--- src/rtl/command_pkg.sv ---
// Shared definitions for the sensor command path: command codes, error causes, FSM encodings.
// Imported by both the command receiver and the sensor controller.
package command_pkg;

    localparam logic [7:0] CMD_STATUS         = 8'h00;
    localparam logic [7:0] CMD_TEMP           = 8'h01;
    localparam logic [7:0] CMD_HUMID          = 8'h02;
    localparam logic [7:0] CMD_TEMP_CONT_ON   = 8'h03;
    localparam logic [7:0] CMD_HUMID_CONT_ON  = 8'h04;
    localparam logic [7:0] CMD_TEMP_CONT_OFF  = 8'h05;
    localparam logic [7:0] CMD_HUMID_CONT_OFF = 8'h06;
    localparam logic [7:0] CMD_MAX            = 8'h06;

    localparam logic [1:0] ERR_OVERRUN         = 2'b00;
    localparam logic [1:0] ERR_INVALID_COMMAND = 2'b01;
    localparam logic [1:0] ERR_INVALID_ADDRESS = 2'b10;
    localparam logic [1:0] ERR_TIMEOUT         = 2'b11;

    typedef enum logic [1:0] {
        ST_WAIT_COMMAND = 2'b00,
        ST_WAIT_ADDRESS = 2'b01,
        ST_HOLD         = 2'b10
    } state_t;

    typedef struct packed {
        logic [7:0] code;
        logic [7:0] address;
    } cmd_t;

endpackage

--- src/rtl/timeout_counter.sv ---
// Clear/enable up-counter that saturates at LAST and flags it with expired.
module timeout_counter #(
    parameter int unsigned WIDTH = 16,
    parameter logic [WIDTH-1:0] LAST = '1
) (
    input  logic             clock,
    input  logic             reset,
    input  logic             clear,
    input  logic             enable,
    output logic [WIDTH-1:0] count,
    output logic             expired
);

    assign expired = (count == LAST);

    // Holding at LAST keeps the counter from wrapping if the owner lingers.
    always_ff @(posedge clock) begin
        if (reset || clear)
            count <= '0;
        else if (enable && !expired)
            count <= count + 1'b1;
    end

endmodule

--- src/rtl/command_receiver.sv ---
// Assembles the two-byte command frame from UART byte strobes, validates it and
// offers it downstream on a valid/ready handshake; discarded frames raise one-cycle errors.
module command_receiver
    import command_pkg::*;
#(
    parameter int unsigned TIMEOUT_CLOCKS = 43400,
    parameter int unsigned MAX_ADDRESS    = 31
) (
    input  logic       clock,
    input  logic       reset,
    input  logic       has_data,
    input  logic [7:0] data_received,
    input  logic       command_ready,
    output logic       command_valid,
    output logic [7:0] command_code,
    output logic [7:0] sensor_address,
    output logic       error_flag,
    output logic [1:0] error_code,
    output logic [1:0] debug_state
);

    localparam int unsigned      CNT_W    = $clog2(TIMEOUT_CLOCKS);
    localparam logic [CNT_W-1:0] CNT_LAST = CNT_W'(TIMEOUT_CLOCKS - 1);
    localparam logic [7:0]       ADDR_MAX = 8'(MAX_ADDRESS);

    state_t           state, next_state;
    cmd_t             cmd_q, cmd_d;
    logic             valid_d;
    logic             err_flag_d;
    logic [1:0]       err_code_d;
    logic [CNT_W-1:0] cnt;
    logic             cnt_expired;

    // Counter sits at zero outside WAIT_ADDRESS, so entering it always starts a fresh window.
    timeout_counter #(
        .WIDTH (CNT_W),
        .LAST  (CNT_LAST)
    ) u_timeout (
        .clock   (clock),
        .reset   (reset),
        .clear   (state != ST_WAIT_ADDRESS),
        .enable  (!has_data),
        .count   (cnt),
        .expired (cnt_expired)
    );

    always_ff @(posedge clock) begin
        if (reset) begin
            state         <= ST_WAIT_COMMAND;
            cmd_q         <= '0;
            command_valid <= 1'b0;
            error_flag    <= 1'b0;
            error_code    <= 2'b00;
            debug_state   <= 2'b00;
        end else begin
            state         <= next_state;
            cmd_q         <= cmd_d;
            command_valid <= valid_d;
            error_flag    <= err_flag_d;
            error_code    <= err_code_d;
            debug_state   <= state;
        end
    end

    always_comb begin
        next_state = state;
        cmd_d      = cmd_q;
        valid_d    = command_valid;
        err_flag_d = 1'b0;
        err_code_d = 2'b00;
        case (state)
            ST_WAIT_COMMAND: begin
                if (has_data) begin
                    if (data_received <= CMD_MAX) begin
                        cmd_d.code = data_received;
                        next_state = ST_WAIT_ADDRESS;
                    end else begin
                        err_flag_d = 1'b1;
                        err_code_d = ERR_INVALID_COMMAND;
                    end
                end
            end
            ST_WAIT_ADDRESS: begin
                // A byte in the expiry cycle takes priority over the timeout.
                if (has_data) begin
                    if (data_received <= ADDR_MAX) begin
                        cmd_d.address = data_received;
                        valid_d       = 1'b1;
                        next_state    = ST_HOLD;
                    end else begin
                        cmd_d      = '0;
                        err_flag_d = 1'b1;
                        err_code_d = ERR_INVALID_ADDRESS;
                        next_state = ST_WAIT_COMMAND;
                    end
                end else if (cnt_expired) begin
                    cmd_d      = '0;
                    err_flag_d = 1'b1;
                    err_code_d = ERR_TIMEOUT;
                    next_state = ST_WAIT_COMMAND;
                end
            end
            ST_HOLD: begin
                if (has_data) begin
                    err_flag_d = 1'b1;
                    err_code_d = ERR_OVERRUN;
                end
                if (command_valid && command_ready) begin
                    valid_d    = 1'b0;
                    next_state = ST_WAIT_COMMAND;
                end
            end
            default: begin
                valid_d    = 1'b0;
                next_state = ST_WAIT_COMMAND;
            end
        endcase
    end

    assign command_code   = cmd_q.code;
    assign sensor_address = cmd_q.address;

endmodule

--- config.mk ---
export PLATFORM = sky130hd
export DESIGN_NAME = command_receiver
export DESIGN_NICKNAME = d
export VERILOG_FILES = /design/src/rtl/command_pkg.sv /design/src/rtl/timeout_counter.sv /design/src/rtl/command_receiver.sv
export SDC_FILE = /design/constraint.sdc
export NUM_CORES = 1
export LEC_CHECK = 0
export BUFFER_PORTS_ARGS = -buffer_cell sky130_fd_sc_hd__buf_2
export CORE_MARGIN = 2
export CORE_UTILIZATION = 54
export DETAILED_ROUTE_END_ITERATION = 10
export GPL_ROUTABILITY_DRIVEN = 0
export PLACE_DENSITY = 0.84
export SLEW_MARGIN = 5
export SYNTH_ARGS = -nofsm -noshare
export SYNTH_HDL_FRONTEND = slang
export SYNTH_HIERARCHICAL = 1
export SYNTH_SLANG_ARGS = --single-unit
export TNS_END_PERCENT = 100
--- constraint.sdc ---
create_clock -name clock -period 2.6 [get_ports clock]
set_input_delay 0.26 -clock clock [delete_from_list [all_inputs] [get_ports clock]]
set_output_delay 0.26 -clock clock [all_outputs]
set_load 0.005 [all_outputs]
==> impl.org, run 1 <==
** Run status
- The run finished with clean final reports.

** Cells and area
- After routing the design area is between 2000 and 2500 um^2.
- Layout Utilization :: between 60 and 70%
- The number of antenna diodes in the final layout is 0.
- After filler insertion, the fill cell instance count of the layout stands at ~270.
- Share of post-route cells with drive strength above 1 :: between 20% and 30%
- From synthesis to final layout, the design area changed by 15.6%.
- For this run, the post-layout net count is 240.

** Critical path
- CP cell instances :: or4_4 > nor4_1 > buf_4 > nor2_1 > o31ai_4 > nor3b_1
- Largest fanout of any net on the critical path :: 11
- Among all stages on the critical path, the largest delay is contributed by or4_4.
- Register-to-register setup slack :: roughly 410 ps
- Critical Path AT :: 2420 ps
- Worst Setup Start Kind :: flop
- The startpoint identified for the worst register-to-register timing path is u_timeout/count[10].
- On the worst path, the slowest cell contributes a delay of just under 600 ps.
- The number of cells on the worst reg-to-reg path is 6.
- Capture point of the worst reg-to-reg path :: command_code[5]
- Required time worst endpoint :: 2830 ps
- STA classifies the critical path endpoint as a flop.
- Critical setup path kind :: reg -> reg

** Timing
- Subtracting the final worst setup slack from the clock period gives roughly 2200 ps.
- Unrepaired setup endpoints after global routing :: false
- Final hold slack :: roughly 150 ps
- Least-Margin Pin Slew :: roughly 680 ps
- Setup TNS Final :: 0 ps
- The number of hold-slack violations in the final timing report is 0.
- Worst clock skew :: between 15 and 20 ps
- Final number of max-transition violations :: 0
- Setup slack closes at about 410 ps.
- Maximum achievable frequency :: around 0.46 GHz
- In this run the tightest slew margin relative to its limit is 54.8%.
- Total of endpoints with negative setup slack in the final report :: 0
- Final cycle utilization of the critical path :: about 84%

** Clock network
- Clock buffers created by TritonCTS :: 5
- Post_cts resized :: 0
- Clock-pin transition on the worst setup and hold timing paths :: around 120 ps
- Clk Tree Root Cell :: clkbuf_4
- Maximum number of buffers from clock root to sink :: 2
- Hold repair after CTS inserted 0 buffers.
- TritonCTS clock tree :: built
- The H-tree was split into 2 levels.
- Post-CTS timing repair inserted 0 buffers for setup.
- Total number of clock tree sinks :: 40
- Skew-Pair Late Insertion Delay :: 360 ps

** Worst hold path
- The tightest min-delay check is of the in -> reg type.
- The path with the worst hold slack has its endpoint at sensor_address[3].
- Counting instances, the worst hold path has a depth of 3.
- Hold path startpoint :: data_received[3]

** Yosys
- Commonest cells in the netlist :: dfxtp_1, nor2_1, nand3_1
- The cell area that synthesis handed to floorplanning was between 1500 and 2000 um^2.
- For this run, the number of Yosys warnings is 6.
- The most used flip-flop cell after synthesis is dfxtp_1.
- Async S/R FF share, synth :: 0%
- Synthesis handed over a netlist of between 150 and 200 instances.
- In the post-synthesis netlist, the cell with the most instances is dfxtp_1.
- The synthesized design contains 40 register bits.
- Net count after synthesis :: between 200 and 250
- Number of synthesized flops with an enable pin :: 0
- Count of unique library cells instantiated by Yosys :: 40
- Ranked by total cell area, the synthesized netlist is headed by dfxtp_1, nor2_1, xnor2_1.
- Synth area leader :: dfxtp_1
- After synthesis, flip-flops and latches occupy 45.5% of the total area.
- In this run the biggest area consumer among cell types represents approximately 45% of the synthesized area.
- Averaged over all synthesized cells, the footprint is between 9 and 10 um^2.

** Floorplanning
- Die span in y :: around 61 um
- The initial utilization of the core area, before any placement, comes to between 50% and 60%.
- Count of standard-cell rows :: 20
- DIE WIDTH :: approximately 61 um
- For this design the top-level I/O count stands at 34.
- In this run the standard cell core region covers just over 3000 um^2.
- The die covers roughly 3700 um^2.

** Routing
- Dividing the detail-routed via count by the number of cells gives 5.49.
- Post-detailed-route DRC marker count :: 0
- The first detailed-routing pass took 4 iterations.
- Wires add up to 3500 um.
- Overall via count from detail_route :: roughly 1500
- Number of antenna-violating nets in the routed design :: 0
- After the first detailed-routing iteration, the DRC count stood at between 60 and 70.
- Dividing the detail-routed wire length by the instance count gives roughly 13 um.

** Run
- Across the run, the number of max-cap violations was 0.

** GRT
- Across every metal layer, demand over resource in global routing totals 21.2%.
- Global route total overflow :: 0
- Initial antenna violation count :: 0
- The first global-routing pass estimated ~5800 um of wire.
- The number of global-route vias before repair is between 1000 and 1500.
- Largest net degree at the start of global routing :: 18

** Power and ir drop
- Leakage :: 0.746 nW
- Worst voltage drop across the vdd grid :: approximately 350 uV
- For this design the ratio of total power to cell area is about 520 nW/um^2.

** Place
- Number of port buffers :: 33
- Once detailed placement completed, the half-perimeter wirelength came to roughly 2500 um.
- Placed instance area :: a little under 2000 um^2
- At the placement stage, the worst setup path has a slack of roughly 420 ps.
## stage by stage
| step | cells | total power, mW |
|---|---|---|
| 2_1_floorplan | 191 | 0.660 |
| 3_3_place_gp | 263 | 0.678 |
| 3_5_place_dp | 263 | 0.678 |
| 4_1_cts | 271 | 1.07 |
| 5_1_grt | 271 | 1.11 |
| 6_report | 271 | 1.07 |
## worst max path at each step
stage                             start              end  slack [ps]  cells past startpoint
floorplan           u_timeout/count[10]       error_flag         420                      6
global placement    u_timeout/count[10]  command_code[3]         460                      6
detailed placement  u_timeout/count[10]  command_code[5]         420                      6
CTS                 u_timeout/count[10]  command_code[5]         400                      6
global route        u_timeout/count[10]  command_code[5]         240                      6
finish              u_timeout/count[10]  command_code[5]         410                      6
## power by group
group / switching, mW / internal [mW]
combinational: 0.0313 / 0.0178
clock: 0.199 / 0.202
sequential: 0.000833 / 0.615
## sequential cells by signal, indices dropped and copies added (netlist names)
| signal | cells |
|---|---|
| state | 2 |
| error_code | 2 |
| command_valid | 1 |
| u_timeout/count | 16 |
| error_flag | 1 |
| sensor_address | 8 |
| command_code | 8 |
| debug_state | 2 |
## kinds of logic (layout without fill, tap and decap cells)
| logic type | Yosys count | after routing | synth area share, % |
|---|---|---|---|
| mux | 3 | 3 | 1.70 |
| fa+ha+maj | 2 | 2 | 1.42 |
| xor+xnor | 10 | 10 | 4.97 |
| compound gates | 34 | 34 | 14.0 |
| flops | 40 | 40 | 45.5 |
| simple gates | 88 | 88 | 28.8 |
| buf+inv | 14 | 50 | 3.62 |
## routing by layer
metal	global-route usage [%]	wire [um]	vias up
li1	-	-	766
met1	24.0	1550	680
met2	36.0	1700	33
met3	6.30	165	8
met4	10.9	78	0
met5	0	0	-
## cells in the final DEF, fill, tap and decap left out, types with 2 or more instances in the layout
master and instances:
nor3b_1 8, or2_2 2, o311ai_0 3, mux2i_1 3
a31o_2 2, inv_1 6, buf_2 33, nand3_1 14
nor2b_1 4, dfxtp_1 40, xnor2_1 9, nor2_1 23
clkbuf_4 5, nand4_1 7, or3_1 3, buf_4 2
nor4_4 2, a21oi_1 12, nor3_1 6, nand2_1 9
ha_1 2, o21ai_0 9, nor4_1 4
## final cells by class
type,instances,area [um^2],area share (%)
clock buffer,6,41.3,2.03
clock inverter,2,35.0,1.72
inverter,7,26.3,1.29
multi-input combinational,137,897,44.1
sequential,40,801,39.3
tap,44,55.1,2.70
timing repair buffer,35,180,8.85
## worst max-delay path, delay by kind of cell, from the launching register on
family | cells | cell delay, ps
AOI/OAI and AO/OA | 1 | 470
buffers and inverters | 1 | 160
DFF | 1 | 360
and+or+nand+nor | 4 | 1080
(Power assumes the default switching activity.)
==> inputs of run 2 (changes only) <==
- CORE_UTILIZATION: 54 -> 49
- PLACE_DENSITY: 0.84 -> 0.81
- clock period: 2.6 -> 1.8 ns (I/O delays scaled with it)
==> run 2 against run 1 <==
Critical path type unchanged. Largest cell class unchanged. The run now ends with setup timing left. Non-clock buffer count grew 21. Largest power group unchanged. Count of clock-buffer cells in the layout unchanged. Sequential share of layout area shrank 3.6 points.
==> impl.org, run 2 (synthesis gave the netlist of run 1 again) <==
** Critical path
- Delay-heaviest family, CP :: simple AND/OR/NAND/NOR gates (unchanged)
- Required time worst endpoint :: 2040 ps (was 2830 ps)
- The kind of start point of the critical path is a flop (unchanged).
- CP cell instances :: or4_4 > nor4_4 > nor2_4 > o31ai_4 > buf_4 > nor3b_1 (was or4_4 > nor4_1 > buf_4 > nor2_1 > o31ai_4 > nor3b_1)
- Critical Path AT :: 2050 ps (was 2420 ps)
- The largest stage delay on the critical path was 570 ps (was 580 ps).
- The critical-path cell with the highest stage delay was or4_4 (unchanged).
- Reg-to-reg startpoint :: u_timeout/count[14] (was u_timeout/count[10])
- Largest fanout of any net on the critical path :: 7 (was 11)
- The combined buffer and inverter count along the critical path was 1 (unchanged).
- Capturing element type of the critical path :: flop (unchanged)
- The worst setup path startpoint is u_timeout/count[14] (was u_timeout/count[10]).
- The critical path class was reg -> reg (unchanged).

** Place
- Number of port buffers :: 33 (unchanged)
- HPWL Detailed :: 2800 um (was 2490 um)
- Number of instances in the placed design :: 285 (was 263)

** Floorplanning
- The area of the placeable core was 3390 um^2 (was 3080 um^2).
- Total die area :: 4090 um^2 (was 3740 um^2)
- Count of standard-cell rows :: 21 (was 20)
- The die outline width was 64.0 um (was 61.1 um).
- The effective utilization at floorplan came to 52.0% (was 57.2%).
- The die extent in y was 64.0 um (was 61.1 um).
- The total I/O pin count came to 34 (unchanged).

** Power and ir drop
- Leakage :: 0.862 nW (was 0.746 nW)
- Pwr/cell area :: 708 nW/um^2 (was 523 nW/um^2)
- Worst voltage drop across the vdd grid :: 368 uV (was 350 uV)

** Timing
- Final cycle utilization of the critical path :: 101% (was 84.1%)
- Slew margin rel. :: 67.9% (was 54.8%)
- The count of final max-slew check failures is 0 (unchanged).
- The setup skew after layout is 10.6 ps (was 15.7 ps).
- Final hold slack :: 74.4 ps (was 148 ps)
- The final worst-path setup slack was -9.58 ps (was 413 ps).
- Total of endpoints with negative setup slack in the final report :: 2 (was 0)
- Unrepaired setup endpoints after global routing :: true (was false)
- Hold violation count in the final report :: 0 (unchanged)
- The pin slew with the least headroom to its limit was 478 ps (was 676 ps).
- Setup TNS Final :: -17.3 ps (was 0 ps)
- Minimum clock period after layout :: 1810 ps (was 2190 ps)
- Maximum achievable frequency :: 0.553 GHz (was 0.457 GHz)

** GRT
- Global-route usage over all layers :: 21.3% (was 21.2%)
- The number of global-route vias before repair is 1523 (was 1358).
- Initial antenna violation count :: 0 (unchanged)
- The pin count of the biggest net entering global routing is 16 (was 18).
- First-pass GRT wire length :: 6690 um (was 5800 um)
- Global route total overflow :: 0 (unchanged)

** Clock network
- Clk Tree Root Cell :: clkbuf_4 (unchanged)
- The deepest level of the CTS H-tree came to 2 (unchanged).
- The number of buffers on the longest clock path was 2 (unchanged).
- The clock latency on the worst-skew pair is 350 ps (was 360 ps).
- Total of hold buffers inserted after clock tree synthesis :: 0 (unchanged)
- Total number of clock tree sinks :: 40 (unchanged)
- Clock-pin transition on the worst setup and hold timing paths :: 120 ps (about the same)
- The number of clock buffers inserted by TritonCTS was 5 (unchanged).
- The TritonCTS clock tree is built (unchanged).

** Cells and area
- Most common cell after layout, fill and taps aside :: dfxtp_1 (unchanged)
- Highest-count cells in the layout ignoring fill and taps: dfxtp_1, buf_2, buf_4 (was dfxtp_1, buf_2, nor2_1).
- Number of flip-flops in the largest register :: 16 (unchanged)
- The fraction of the core area covered by cells at the end of the flow came to 66.9% (was 66.1%).
- # diodes :: 0 (unchanged)
- Number of nets in the layout :: 261 (was 240)
- The non-filler instance count after layout is 294 (was 271).
- The layout overhead on the synthesized area is 28.7% (was 15.6%).
- The total of fill cells in the finished design is 274 (was 269).
- Share of post-route cells with drive strength above 1 :: 33.9% (was 23.8%)
- Largest reg by FF count :: u_timeout/count (unchanged)

** Routing
- The number of antenna-violating nets in the routed design was 0 (unchanged).
- Total detailed-routing wirelength :: 3850 um (was 3500 um)
- Routed WL per cell :: 13.1 um (was 12.9 um)
- Overall via count from detail_route :: 1603 (was 1487)
- Post-detailed-route DRC marker count :: 0 (unchanged)
- TritonRoute pass-1 iters :: 4 (unchanged)
- Per-cell via count in the routed design :: 5.45 (was 5.49)
- The first-iteration detailed-routing DRC count came to 163 (was 63).

** Worst hold path
- Hold path startpoint :: data_received[4] (was data_received[3])
- Hold crit path type :: in -> reg (unchanged)

** Run
- Number of maximum-capacitance violations :: 0 (unchanged)

** Run status
- The checks that failed: setup timing.
- Outcome :: complete, but fails checks (was complete, no violations)
run 2: cell count changes in the layout (fill, tap and decap cells not counted), moves of 2 or more:
cell | before | now
o311ai_1 | 0 | 2
dfxtp_1 | 40 | 37
buf_4 | 2 | 22
nor2_1 | 23 | 21
dfxtp_4 | 0 | 2
o311ai_0 | 3 | 1
run 2: final cells by class:
class | instances | area (um^2) | area share (%)
Inverter | 7 | 26.3 | 1.16
Clock inverter | 2 | 38.8 | 1.71
Timing Repair Buffer | 56 | 342 | 15.1
Multi-Input combinational cell | 137 | 942 | 41.6
Tap cell | 46 | 57.6 | 2.54
Clock buffer | 6 | 51.3 | 2.26
Sequential cell | 40 | 810 | 35.7
run 2: per-stage QoR:
step	setup WS [ps]	area, um^2	total power [mW]
after global placement	50.3	2150	0.985
final	-9.58	2270	1.61
after CTS	-7.29	2240	1.62
after floorplan	-80.8	1810	0.952
after global routing	-114	2270	1.68
after detailed placement	-43.4	2150	0.987
run 2: layer usage:
layer	share of wire, %	track usage (%)	wire length [um]	vias to the layer above
met5	0	0	0	-
met4	1.2	11.1	47	0
met3	6.5	6.51	252	4
met2	48	35.0	1850	53
met1	44	24.8	1700	746
li1	-	-	-	800
run 2: report_power, final:
part	switching (mW)	internal (mW)	leakage, nW	total, mW
clock	0.302	0.333	0.0484	0.634
combinational	0.0499	0.0343	0.489	0.0842
sequential	0.00123	0.886	0.325	0.887
run 2: worst register-to-register path, cell delays in order (launching register included):
cell and delay (ps):
dfxtp_2 340, or4_4 570, nor4_4 220, nor2_4 110, o31ai_4 250, buf_4 170, nor3b_1 50
run 2: worst paths after layout:
kind / endpoint / slack, ps / cells after the start
setup / recovery: command_code[4] / -10 / 6
hold / removal: sensor_address[4] / 70 / 3
setup reg to reg: command_code[4] / -10 / 6
hold reg to reg: command_code[7] / 480 / 1
run 2: timing repair:
| action | 4_1_cts | 5_1_grt |
|---|---|---|
| endpoints found under the hold margin | 0 | 0 |
| pin swaps | 0 | 1 |
| endpoints found under the setup margin | 3 | 17 |
| setup buffers | 0 | 1 |
| resized for setup | 1 | 6 |
